[src/rtl/adc_cond_pkg.sv]
// adc_cond_pkg: shared types and constants for the ADC conditioning path.
//   agc_state_t      - AGC controller states (MEASURE, UPDATE, SETTLE)
//   SETTLE_CNT       - valid outputs ignored by the AGC after a gain change
//   PIPE_LAT         - clocks from in_valid to out_valid
//   SAT_MAX/SAT_MIN  - saturation limits of the 16-bit signed output
package adc_cond_pkg;

    typedef enum logic [1:0] {
        MEASURE,
        UPDATE,
        SETTLE
    } agc_state_t;

    localparam int unsigned SETTLE_CNT = 3;
    localparam int unsigned PIPE_LAT   = 3;

    localparam int SAT_MAX = 32767;
    localparam int SAT_MIN = -32768;

endpackage

[src/rtl/adc_conditioner_dc_blocker.sv]
// dc_blocker: leaky-integrator DC estimator for the S2 stage.
//   clk, rst  - clock, synchronous active-high reset
//   valid     - d carries a real sample this clock
//   d         - signed sample minus current estimate (OUT_W+1 bits)
//   dc_est    - registered DC estimate, acc >>> DC_SHIFT
module dc_blocker
    import adc_cond_pkg::*;
#(
    parameter int OUT_W    = 16,
    parameter int DC_SHIFT = 10
) (
    input  logic                    clk,
    input  logic                    rst,
    input  logic                    valid,
    input  logic signed [OUT_W:0]   d,
    output logic signed [OUT_W-1:0] dc_est
);

    localparam int ACC_W = OUT_W + DC_SHIFT + 1;

    logic signed [ACC_W-1:0] acc;
    logic        [ACC_W-1:0] acc_nx;

    assign acc_nx = acc + {{DC_SHIFT{d[OUT_W]}}, d};

    // The estimate is taken from the updated accumulator so the next
    // sample in S2 already sees this sample's contribution.
    always_ff @(posedge clk) begin
        if (rst) begin
            acc    <= '0;
            dc_est <= '0;
        end else if (valid) begin
            acc    <= acc_nx;
            dc_est <= acc_nx[DC_SHIFT +: OUT_W];
        end
    end

endmodule

[src/rtl/adc_conditioner.sv]
// adc_conditioner: offset-binary ADC samples -> DC-free, gain-scaled,
// saturated 16-bit signed samples for AMdemod. Three-stage pipeline:
//   S1 offset-binary to two's complement, S2 DC removal, S3 gain + saturate.
// Build option: define ADC_COND_AGC_EN for the AGC controller (peak
// detector, window counter, MEASURE/UPDATE/SETTLE FSM). Without it the
// gain is fixed at INIT_SHIFT and agc_freeze is ignored.
// Ports:
//   clk, rst    - clock, synchronous active-high reset
//   in_valid    - in_data qualifier
//   in_data     - offset-binary ADC sample
//   agc_freeze  - hold gain_shift at window updates
//   out_valid   - out_data qualifier
//   out_data    - conditioned signed sample
//   out_clip    - this output sample saturated
//   gain_shift  - current gain left-shift
//   dc_est      - current DC estimate
module adc_conditioner #(
    parameter int IN_W        = 8,
    parameter int OUT_W       = 16,
    parameter int DC_SHIFT    = 10,
    parameter int WIN_LOG2    = 12,
    parameter int TARGET_PEAK = 16384,
    parameter int MAX_SHIFT   = 7,
    parameter int INIT_SHIFT  = 0
) (
    input  logic                    clk,
    input  logic                    rst,
    input  logic                    in_valid,
    input  logic [IN_W-1:0]         in_data,
    input  logic                    agc_freeze,
    output logic                    out_valid,
    output logic signed [OUT_W-1:0] out_data,
    output logic                    out_clip,
    output logic [2:0]              gain_shift,
    output logic signed [OUT_W-1:0] dc_est
);

    import adc_cond_pkg::*;

    localparam int G_W  = OUT_W + MAX_SHIFT + 1;
    localparam int PK_W = OUT_W - 1;
    localparam logic signed [G_W-1:0] G_MAX = G_W'(SAT_MAX);
    localparam logic signed [G_W-1:0] G_MIN = G_W'(SAT_MIN);

    logic                    s1_valid;
    logic signed [OUT_W-1:0] s1_data;
    logic                    s2_valid;
    logic signed [OUT_W:0]   s2_d;
    logic signed [OUT_W:0]   d_calc;
    logic signed [G_W-1:0]   g;
    logic                    g_hi;
    logic                    g_lo;

    // S1: flip the MSB and left-justify.
    always_ff @(posedge clk) begin
        if (rst) begin
            s1_valid <= 1'b0;
            s1_data  <= '0;
        end else begin
            s1_valid <= in_valid;
            s1_data  <= {~in_data[IN_W-1], in_data[IN_W-2:0], {(OUT_W-IN_W){1'b0}}};
        end
    end

    // S2: subtract the running DC estimate at one extra bit of headroom.
    assign d_calc = {s1_data[OUT_W-1], s1_data} - {dc_est[OUT_W-1], dc_est};

    dc_blocker #(
        .OUT_W    (OUT_W),
        .DC_SHIFT (DC_SHIFT)
    ) u_dc_blocker (
        .clk    (clk),
        .rst    (rst),
        .valid  (s1_valid),
        .d      (d_calc),
        .dc_est (dc_est)
    );

    always_ff @(posedge clk) begin
        if (rst) begin
            s2_valid <= 1'b0;
            s2_d     <= '0;
        end else begin
            s2_valid <= s1_valid;
            s2_d     <= d_calc;
        end
    end

    // S3: widen so the largest shift cannot overflow, then saturate.
    assign g    = {{MAX_SHIFT{s2_d[OUT_W]}}, s2_d} <<< gain_shift;
    assign g_hi = g > G_MAX;
    assign g_lo = g < G_MIN;

    always_ff @(posedge clk) begin
        if (rst) begin
            out_valid <= 1'b0;
            out_data  <= '0;
            out_clip  <= 1'b0;
        end else begin
            out_valid <= s2_valid;
            out_clip  <= s2_valid & (g_hi | g_lo);
            if (g_hi) begin
                out_data <= OUT_W'(SAT_MAX);
            end else if (g_lo) begin
                out_data <= OUT_W'(SAT_MIN);
            end else begin
                out_data <= g[OUT_W-1:0];
            end
        end
    end

`ifdef ADC_COND_AGC_EN
    localparam logic [PK_W-1:0] TGT_HI = PK_W'(TARGET_PEAK);
    localparam logic [PK_W-1:0] TGT_LO = PK_W'(TARGET_PEAK / 2);

    agc_state_t          state, state_nx;
    logic [WIN_LOG2-1:0] win_cnt, win_cnt_nx;
    logic [PK_W-1:0]     peak, peak_nx, mag;
    logic [1:0]          settle_cnt, settle_cnt_nx;
    logic [2:0]          gain_nx;

    always_ff @(posedge clk) begin
        if (rst) begin
            state      <= MEASURE;
            win_cnt    <= '0;
            peak       <= '0;
            settle_cnt <= '0;
            gain_shift <= 3'(INIT_SHIFT);
        end else begin
            state      <= state_nx;
            win_cnt    <= win_cnt_nx;
            peak       <= peak_nx;
            settle_cnt <= settle_cnt_nx;
            gain_shift <= gain_nx;
        end
    end

    always_comb begin
        state_nx      = state;
        win_cnt_nx    = win_cnt;
        peak_nx       = peak;
        settle_cnt_nx = settle_cnt;
        gain_nx       = gain_shift;
        mag           = PK_W'(out_data);

        // |SAT_MIN| does not fit in PK_W bits; clamp it to full scale.
        if (out_data[OUT_W-1]) begin
            mag = (out_data == OUT_W'(SAT_MIN)) ? '1 : PK_W'(-out_data);
        end

        unique case (state)
            MEASURE: begin
                if (out_valid) begin
                    if (mag > peak) begin
                        peak_nx = mag;
                    end
                    if (win_cnt == '1) begin
                        state_nx = UPDATE;
                    end else begin
                        win_cnt_nx = win_cnt + 1'b1;
                    end
                end
            end
            UPDATE: begin
                if (!agc_freeze) begin
                    if (peak > TGT_HI && gain_shift != 3'd0) begin
                        gain_nx = gain_shift - 3'd1;
                    end else if (peak < TGT_LO && gain_shift < 3'(MAX_SHIFT)) begin
                        gain_nx = gain_shift + 3'd1;
                    end
                end
                peak_nx       = '0;
                win_cnt_nx    = '0;
                settle_cnt_nx = '0;
                state_nx      = SETTLE;
            end
            SETTLE: begin
                if (out_valid) begin
                    if (settle_cnt == 2'(SETTLE_CNT - 1)) begin
                        state_nx = MEASURE;
                    end else begin
                        settle_cnt_nx = settle_cnt + 2'd1;
                    end
                end
            end
            default: state_nx = MEASURE;
        endcase
    end
`else
    logic unused_freeze;
    assign unused_freeze = agc_freeze;
    assign gain_shift    = 3'(INIT_SHIFT);
`endif

endmodule
[config.mk]
export PLATFORM = sky130hd
export DESIGN_NAME = adc_conditioner
export DESIGN_NICKNAME = d
export VERILOG_FILES = /design/src/rtl/adc_cond_pkg.sv /design/src/rtl/adc_conditioner_dc_blocker.sv /design/src/rtl/adc_conditioner.sv
export SDC_FILE = /design/constraint.sdc
export NUM_CORES = 1
export LEC_CHECK = 0
export ABC_AREA = 1
export BUFFER_PORTS_ARGS = -buffer_cell sky130_fd_sc_hd__clkbuf_2
export CORE_MARGIN = 2
export CORE_UTILIZATION = 60
export CTS_CLUSTER_SIZE = 30
export DETAILED_ROUTE_END_ITERATION = 8
export GPL_ROUTABILITY_DRIVEN = 0
export PLACE_DENSITY = 0.81
export SYNTH_ARGS = -nofsm -noshare
export SYNTH_HDL_FRONTEND = slang
export SYNTH_HIERARCHICAL = 1
export SYNTH_SLANG_ARGS = --single-unit
export TNS_END_PERCENT = 1
[constraint.sdc]
create_clock -name clk -period 3.3 [get_ports clk]
set_clock_uncertainty 0.2 [all_clocks]
set_input_delay 0 -clock clk [delete_from_list [all_inputs] [get_ports clk]]
set_output_delay 0 -clock clk [all_outputs]
set_load 0.02 [all_outputs]
==> metrics, run 1 <==
share of cells above drive strength 1 16.70%; Mapped Area 0.005149 sq mm; vias per inst 5.213; clk_lat worst skew 0.37 ns; Root Buffer clkbuf_8; crit-path max FO 5; Avg Synthesized Cell Area 6.100 sq um; most common cell after layout, fill and taps aside nand2_1; crit path cell chain inv_1 > ha_4 > nand2_1 > inv_1 > nand2_1 > nor2_1 > nand2_1 > nand3_1 > nand2_1 > nand2_2 > clkinvlp_4 > buf_4 > ha_4 > nand2_1 > inv_1 > nand2_1 > nand2_1 > a21oi_1 > nand3_1 > nand2_1 > nand3_1 > nand2_1 > inv_1; Pwr Density 611.6 mW/mm^2; dpl ws 0.05374 ns; GRT Total Usage 26.90%; minimum clock period 3.364 ns; CP max stage cell dfxtp_4; Max Cap Violations 0; Die H 96.64 um; Seq/Total Area, Yosys 27.61%; relative slew slack 36.72%; fill cell count 626; initial antenna violation count 0; n_diodes 0; port buffer count 44; leading area contributor after synthesis dfxtp_1; worst path required time 3.36 ns; unique cell type count in the Yosys netlist 41; Post-Syn Instances 844; critical path startpoint category flip-flop; CTS sink cnt 71; Reg2Reg Depth 23; FF-to-FF setup slack -0.06 ns; Die Wd 96.64 um; area share of the largest cell type after synthesis 27.61%; CORE AREA 0.008258 sq mm; Die ar. 0.009338 sq mm; Least-Margin Pin Slew 0.9457 ns; Core Util, Final 71.98%; status finished, violations left; CTS Buffer Depth 2; slowest stage delay, CP 0.39 ns; WL per Instance 13.60 um; grt total ovfl 0; R2R Path Start u_dc_blocker/dc_est[13]; Starting Density 62.35%; final wirelength 13.64 mm; vias in the first global route 4746; H-tree depth 3; clock slew at reported path FFs 0.08 ns; largest net degree at the start of global routing 36; final clock period utilization by the worst path 101.9%; #FFs+latches synth 71; fin nets 940; Synth area leaders dfxtp_1 28%, nand2_1 16%, inv_1 13%; CP dominant cell by count nand2_1; RSZ-0062 raised after global routing yes; most frequent cells in the layout 218 x nand2_1, 176 x inv_1, 138 x nor2_1; CTS tree done; number of I/O pins 49; final worst slack -0.06387 ns; critical path class flip-flop to flip-flop; Post-DP HPWL 9.632 mm; # DRC 0; Max Slew Vio Count 0; Area Overhead vs Synth 15.46%; Critical Path End Type flip-flop; Worst Setup SP u_dc_blocker/dc_est[13]; Setup violations, final 2; failing checks setup timing; Final Hold Fails 0; Setup TNS -0.06713 ns; Max Clk Rate 0.2973 GHz; Initial DRC Count 476; worst setup path endpoint u_dc_blocker/dc_est[10]; TritonCTS Buffers 9; number of routed nets with antenna violations 0; Lkg Pwr 3.399 nW; maximum vdd drop 0.0002309 V; YS warnings 6; Critical R2R Capture u_dc_blocker/dc_est[10]; CP arrival 3.42 ns; Via Count 5229; Hold Path Stages 3; Site Rows 33; Min-Delay Path Class input port to flip-flop; first-pass GRT wire length 20.92 mm; first-pass iteration count of the detailed router 6
per-stage QoR:
stage / power [mW] / area, sq um / std cells / hold WS (ns)
4_1_cts: 3.409 / 5659 / 1000 / 0.1330
3_5_place_dp: 2.715 / 5374 / 974 / -0.02672
2_1_floorplan: 2.362 / 5156 / 846 / -0.1276
3_3_place_gp: 2.665 / 5374 / 974 / -0.04268
5_1_grt: 3.884 / 5944 / 1003 / 0.1770
6_report: 3.636 / 5944 / 1003 / 0.1535
report_power, final:
group	leakage (nW)	switching, mW	total [mW]	internal [mW]
clock	0.0888	0.388	0.675	0.287
combinational	2.72	1.25	1.94	0.688
sequential	0.589	0.0564	1.02	0.968
critical path, delay by kind of cell, from the launching register on:
kind                       cells  cell delay (ns)
DFF                            1             0.39
AOI/OAI and AO/OA              1             0.24
buffers and inverters          6             0.62
and+or+nand+nor               14             1.28
adders and majority gates      2             0.54
Yosys cell counts:
cell / count
nor4_1: 1
a211oi_1: 1
nor2_1: 144
inv_1: 177
dfxtp_1: 71
a21oi_2: 2
nor2_4: 3
nand2_2: 13
and3_1: 1
nand2_1: 223
inv_2: 3
ha_1: 34
nor3_2: 1
conb_1: 1
clkbuf_1: 5
nand4_1: 9
buf_6: 2
dlygate4sd1_1: 1
nand3b_2: 1
buf_1: 1
a21o_1: 2
nor2_2: 9
nand3_2: 6
buf_4: 20
fa_1: 1
nand2_4: 1
nor3_1: 4
buf_2: 4
clkinv_1: 1
or2_1: 1
or2_0: 1
a21oi_1: 23
and2_1: 1
nand3_1: 34
o21ai_0: 14
o21ai_1: 2
xnor2_1: 4
o21bai_1: 2
o21a_1: 1
xor2_1: 16
nand3b_1: 3
what timing repair did:
item,in CTS,in global routing
resized for setup,0,49
endpoints found under the setup margin,0,14
hold buffers,10,0
hold endpoints to repair,29,0
setup buffers,0,3
layer usage:
layer  up-vias  global-route usage (%)  part of all wire [%]
li1       2593                       -                     -
met1      2331                   33.29                    41
met2       256                   46.85                    49
met3        49                   4.480                   7.2
met4         0                   10.08                   3.1
met5         -                       0                     0
cells by family after synthesis:
| kind of cell | Yosys count | synth area share (%) |
|---|---|---|
| buffers and inverters | 214 | 17.55 |
| AO/OA/AOI/OAI | 47 | 5.006 |
| other | 1 | 0.07283 |
| flip-flops | 71 | 27.61 |
| AND/OR/NAND/NOR | 456 | 37.72 |
| adder cells (fa/ha/maj) | 35 | 8.651 |
| XOR/XNOR | 20 | 3.402 |
state kept, by name, indices dropped and copies added, names as in the netlist:
| register | count |
|---|---|
| u_dc_blocker/dc_est | 15 |
| out_valid | 1 |
| s2_valid | 1 |
| out_clip | 1 |
| s2_d | 17 |
| u_dc_blocker/acc | 11 |
| s1_valid | 1 |
| out_data | 16 |
| s1_data | 8 |
layout make-up:
cell class	instances	area, sq um	area share (%)
Tap cell	105	131.4	2.210
Clock buffer	9	123.9	2.084
Inverter	181	683.2	11.49
Timing Repair Buffer	69	432.9	7.283
Clock inverter	7	61.31	1.031
Sequential cell	71	1428	24.02
Multi-Input combinational cell	561	3084	51.88
how the worst min path moves through the flow:
stage	start	to	slack, ns
after detailed placement	in_data[7]	s1_data[15]	-0.03
after global routing	in_data[7]	s1_data[15]	0.18
final	in_data[7]	s1_data[15]	0.15
after global placement	in_data[7]	s1_data[15]	-0.04
after CTS	in_data[7]	s1_data[15]	0.13
after floorplan	in_data[7]	s1_data[15]	-0.13
(Power assumes the default switching activity.)
==> run 2, diff against run 1 <==
- CTS_BUF_LIST: not set -> sky130_fd_sc_hd__clkbuf_16
==> metrics, run 2 (synthesized netlist as in run 1, its figures left out) <==
status finished, violations left; failing checks setup timing; relative slew slack 37.85%; n_diodes 0; Reg2Reg Depth 23; final clock period utilization by the worst path 101.7%; Net Sw Frac 44.84%; WL per Instance 14.74 um; H-tree depth 3; vias in the first global route 4836; Initial DRC Count 575; placed cells 974; Pwr Density 655.2 mW/mm^2; largest net degree at the start of global routing 36; clock slew at reported path FFs 0.06 ns; # DRC 0; Lkg Pwr 3.441 nW; Max Clk Rate 0.2980 GHz; first-pass iteration count of the detailed router 6; R2R Path Start u_dc_blocker/dc_est[13]; hold endpoint s1_data[15]; Die ar. 0.009338 sq mm; worst hold start in_data[7]; Setup TNS -0.1021 ns; Pint 2.186 mW; metal3 WL 1.166 mm; Post-DP HPWL 9.632 mm; Via Count 5416; Hold Path Stages 3; Hold Slack 0.1592 ns; number of routed nets with antenna violations 0; Critical Path End Type flip-flop; Root Buffer clkbuf_16; vias per inst 5.400; Core Util, Final 73.23%; final instance area 0.006047 sq mm; final worst slack -0.05556 ns; Max Cap Violations 0; TritonCTS Buffers 9; initial antenna violation count 0; Least-Margin Pin Slew 0.9289 ns; Area Overhead vs Synth 17.45%; Critical R2R Capture u_dc_blocker/dc_est[10]; fin nets 940; worst path required time 3.34 ns; Final Hold Fails 0; Max Slew Vio Count 0; Min-Delay Path Class input port to flip-flop; Site Rows 33; Logic pwr share 50.0%; most frequent cells in the layout 218 x nand2_1, 175 x inv_1, 139 x nor2_1; met2 wire length 7.177 mm; highest routed metal layer met4; Die Wd 96.64 um; crit-path max FO 5; share of cells above drive strength 1 16.82%; critical path startpoint category flip-flop; Largest Register s2_d; Starting Density 62.35%; CTS sink cnt 71; switching power 1.776 mW; first-pass GRT wire length 21.49 mm; GRT Total Usage 27.68%; final wirelength 14.79 mm; number of I/O pins 49; dpl ws 0.05374 ns; Non-Filler Instances 1003; Clock power frac 24.1%; RSZ-0062 raised after global routing yes; sequential share of power 25.9%; maximum vdd drop 0.0002773 V; CTS Buffer Depth 2; CORE AREA 0.008258 sq mm; largest registers s2_d x17, out_data x16, u_dc_blocker/dc_est x15; critical path class flip-flop to flip-flop; clk_lat worst skew 0.35 ns; minimum clock period 3.356 ns; max FFs per register 17; CTS tree done; Power Total 3.962 mW; FF-to-FF setup slack -0.06 ns; port buffer count 44; CP arrival 3.40 ns; metal1 wirelength 5.775 mm; grt total ovfl 0; Setup violations, final 4; dpl cell area 0.005374 sq mm; most common cell after layout, fill and taps aside nand2_1; fill cell count 592; Die H 96.64 um
run 2: cell counts in the layout (fill, tap and decap cells not counted):
Identical to the previous run, type by type.
run 2: area by class of cell:
type / count / area [sq um] / share of cell area [%]
inverters: 181 / 683.2 / 11.30
well taps: 105 / 131.4 / 2.173
clock buffers: 9 / 225.2 / 3.724
flip-flops and latches: 71 / 1426 / 23.59
multi-input cells: 561 / 3087 / 51.04
repair buffers: 69 / 432.9 / 7.159
clock inverters: 7 / 61.31 / 1.014
run 2: worst max path at each step:
| stage | startpoint | endpoint |
|---|---|---|
| 6_report | u_dc_blocker/dc_est[13] | u_dc_blocker/dc_est[10] |
| 2_1_floorplan | u_dc_blocker/acc[25] | u_dc_blocker/dc_est[11] |
| 3_3_place_gp | u_dc_blocker/dc_est[13] | u_dc_blocker/dc_est[7] |
| 3_5_place_dp | u_dc_blocker/dc_est[13] | u_dc_blocker/dc_est[11] |
| 5_1_grt | u_dc_blocker/dc_est[10] | u_dc_blocker/dc_est[10] |
| 4_1_cts | u_dc_blocker/dc_est[13] | u_dc_blocker/dc_est[12] |
run 2: what timing repair did:
item | CTS | global route
setup endpoints to repair | 0 | 14
hold endpoints to repair | 27 | 0
hold buffers | 10 | 0
buffers inserted | 0 | 3
gates resized for setup | 0 | 50
run 2: routing by layer:
metal	track usage [%]	vias to the layer above
li1	-	2591
met1	33.41	2404
met2	48.93	328
met3	4.624	93
met4	10.83	0
met5	0	-
run 2: critical path, cell delays in order (launching register included):
cell and delay [ns]:
dfxtp_4 0.38, inv_1 0.11, ha_4 0.30, nand2_1 0.06, inv_1 0.10, nand2_1 0.08
nor2_1 0.13, nand2_1 0.09, nand3_1 0.07, nand2_1 0.07, nand2_2 0.12, clkinvlp_4 0.10
buf_4 0.19, ha_4 0.25, nand2_1 0.12, inv_1 0.08, nand2_1 0.07, nand2_1 0.09
a21oi_1 0.22, nand3_1 0.13, nand2_1 0.08, nand3_1 0.09, nand2_1 0.08, inv_1 0.04
run 2: power groups by stage:
stage               Combinational, mW  Clock, mW  Sequential (mW)
floorplan                        1.30          0             1.06
global placement                 1.63          0             1.03
detailed placement               1.68          0             1.04
CTS                              1.71      0.953             1.02
global route                     2.16      0.992             1.04
finish                           1.98      0.955             1.03
==> run 3, diff against run 2 <==
- RECOVER_POWER: not set -> 25
==> metrics, run 3 (synthesized netlist as in run 1, its figures left out) <==
status finished, violations left; failing checks setup timing; final instance area 0.006025 sq mm; Setup TNS -0.1929 ns; vias per inst 5.400; Max Slew Vio Count 0; RSZ-0062 raised after global routing yes; number of routed nets with antenna violations 0; crit-path max FO 5; first-pass iteration count of the detailed router 9; Root Buffer clkbuf_16; Logic pwr share 50.0%; largest net degree at the start of global routing 36; largest registers s2_d x17, out_data x16, u_dc_blocker/dc_est x15; vias in the first global route 4836; CTS Buffer Depth 2; slowest stage delay, CP 0.38 ns; final clock period utilization by the worst path 102.2%; Final Hold Fails 0; placed cells 974; port buffer count 44; Largest delay share family, worst path simple AND/OR/NAND/NOR gates; CP arrival 3.41 ns; CTS sink cnt 71; CORE AREA 0.008258 sq mm; # DRC 0; Starting Density 62.35%; Register Area 0.001426 sq mm; Setup violations, final 4; Critical Path End Type flip-flop; minimum clock period 3.373 ns; Net Sw Frac 44.95%; Die ar. 0.009338 sq mm; Power Total 3.955 mW; Lkg Pwr 3.381 nW; Max Cap Violations 0; Least-Margin Pin Slew 0.9515 ns; WL per Instance 14.90 um; dpl cell area 0.005374 sq mm; initial antenna violation count 0; area of the multi-input gates 0.003087 sq mm; Pwr Density 656.4 mW/mm^2; Initial DRC Count 537; most common cell after layout, fill and taps aside nand2_1; critical path startpoint category flip-flop; Max Clk Rate 0.2965 GHz; clock slew at reported path FFs 0.06 ns; worst path bufs/invs 6; TritonCTS Buffers 9; first-pass GRT wire length 21.49 mm; grt total ovfl 0; CTS tree done; worst path required time 3.34 ns; H-tree depth 3; max FFs per register 17; relative slew slack 36.33%; Area Overhead vs Synth 17.01%; GRT Total Usage 27.68%; number of I/O pins 49; Die Wd 96.64 um; dpl ws 0.05374 ns; Largest Register s2_d; Pint 2.177 mW; switching power 1.778 mW; n_diodes 0; Site Rows 33; fin nets 940; final wirelength 14.94 mm; Core Util, Final 72.95%; Non-Filler Instances 1003; final worst slack -0.07304 ns; CP dominant cell by count nand2_1; CP max stage cell dfxtp_4; clk_lat worst skew 0.35 ns; most frequent cells in the layout 218 x nand2_1, 175 x inv_1, 139 x nor2_1; Min-Delay Path Class input port to flip-flop; Hold Slack 0.1613 ns; fill cell count 598; Via Count 5416; Die H 96.64 um; critical path class flip-flop to flip-flop; sequential share of power 26.0%; maximum vdd drop 0.0002775 V; Clock power frac 24.1%; share of cells above drive strength 1 14.81%; crit path cell chain inv_1 > ha_4 > nand2_1 > inv_1 > nand2_1 > nor2_1 > nand2_1 > nand3_1 > nand2_1 > nand2_2 > clkinvlp_4 > buf_4 > ha_4 > nand2_1 > inv_1 > nand2_1 > nand2_1 > a21oi_1 > nand3_1 > nand2_1 > nand3_1 > nand2_1 > inv_1; Post-DP HPWL 9.632 mm
-- run 3: cell counts in the layout (fill, tap and decap cells not counted) --
No cell type changed its count.
-- run 3: area by class of cell --
| type | instances | area share, % |
|---|---|---|
| Multi-Input combinational cell | 561 | 51.24 |
| Sequential cell | 71 | 23.68 |
| Inverter | 181 | 11.34 |
| Timing Repair Buffer | 69 | 6.812 |
| Clock buffer | 9 | 3.738 |
| Tap cell | 105 | 2.181 |
| Clock inverter | 7 | 1.018 |
-- run 3: path summary, 6_finish.rpt --
check                               start                      end  slack [ns]  cells after the start
setup / recovery  u_dc_blocker/dc_est[13]  u_dc_blocker/dc_est[10]       -0.07                     23
hold / removal                 in_data[7]              s1_data[15]        0.16                      3
setup reg to reg  u_dc_blocker/dc_est[13]  u_dc_blocker/dc_est[10]       -0.07                     23
hold reg to reg                  s2_valid                out_valid        0.22                      2
-- run 3: what timing repair did --
| item | 4_1_cts | 5_1_grt |
|---|---|---|
| setup buffers | 0 | 3 |
| resized for setup | 0 | 50 |
| hold buffers | 10 | 0 |
| hold endpoints to repair | 27 | 0 |
| setup endpoints to repair | 0 | 14 |
-- run 3: power by group through the flow --
stage	Clock [mW]	Sequential, mW	Combinational, mW
finish	0.952	1.03	1.98
global route	0.992	1.04	2.15
CTS	0.953	1.02	1.71
detailed placement	0	1.04	1.68
global placement	0	1.03	1.63
floorplan	0	1.06	1.30
-- run 3: routing by layer --
| layer | vias to the layer above | wire, um | GRT usage (%) |
|---|---|---|---|
| met3 | 78 | 1161 | 4.624 |
| met2 | 332 | 7259 | 48.93 |
| met1 | 2414 | 5912 | 33.41 |
| li1 | 2592 | - | - |
| met4 | 0 | 607 | 10.83 |
| met5 | - | 0 | 0 |
-- run 3: worst register-to-register path, cell delays in order (launching register included) --
cell and delay, ns:
dfxtp_4 0.38, inv_1 0.11, ha_4 0.30, nand2_1 0.06
inv_1 0.10, nand2_1 0.08, nor2_1 0.13, nand2_1 0.09
nand3_1 0.08, nand2_1 0.07, nand2_2 0.12, clkinvlp_4 0.10
buf_4 0.19, ha_4 0.25, nand2_1 0.13, inv_1 0.08
nand2_1 0.07, nand2_1 0.09, a21oi_1 0.22, nand3_1 0.14
nand2_1 0.08, nand3_1 0.08, nand2_1 0.09, inv_1 0.04
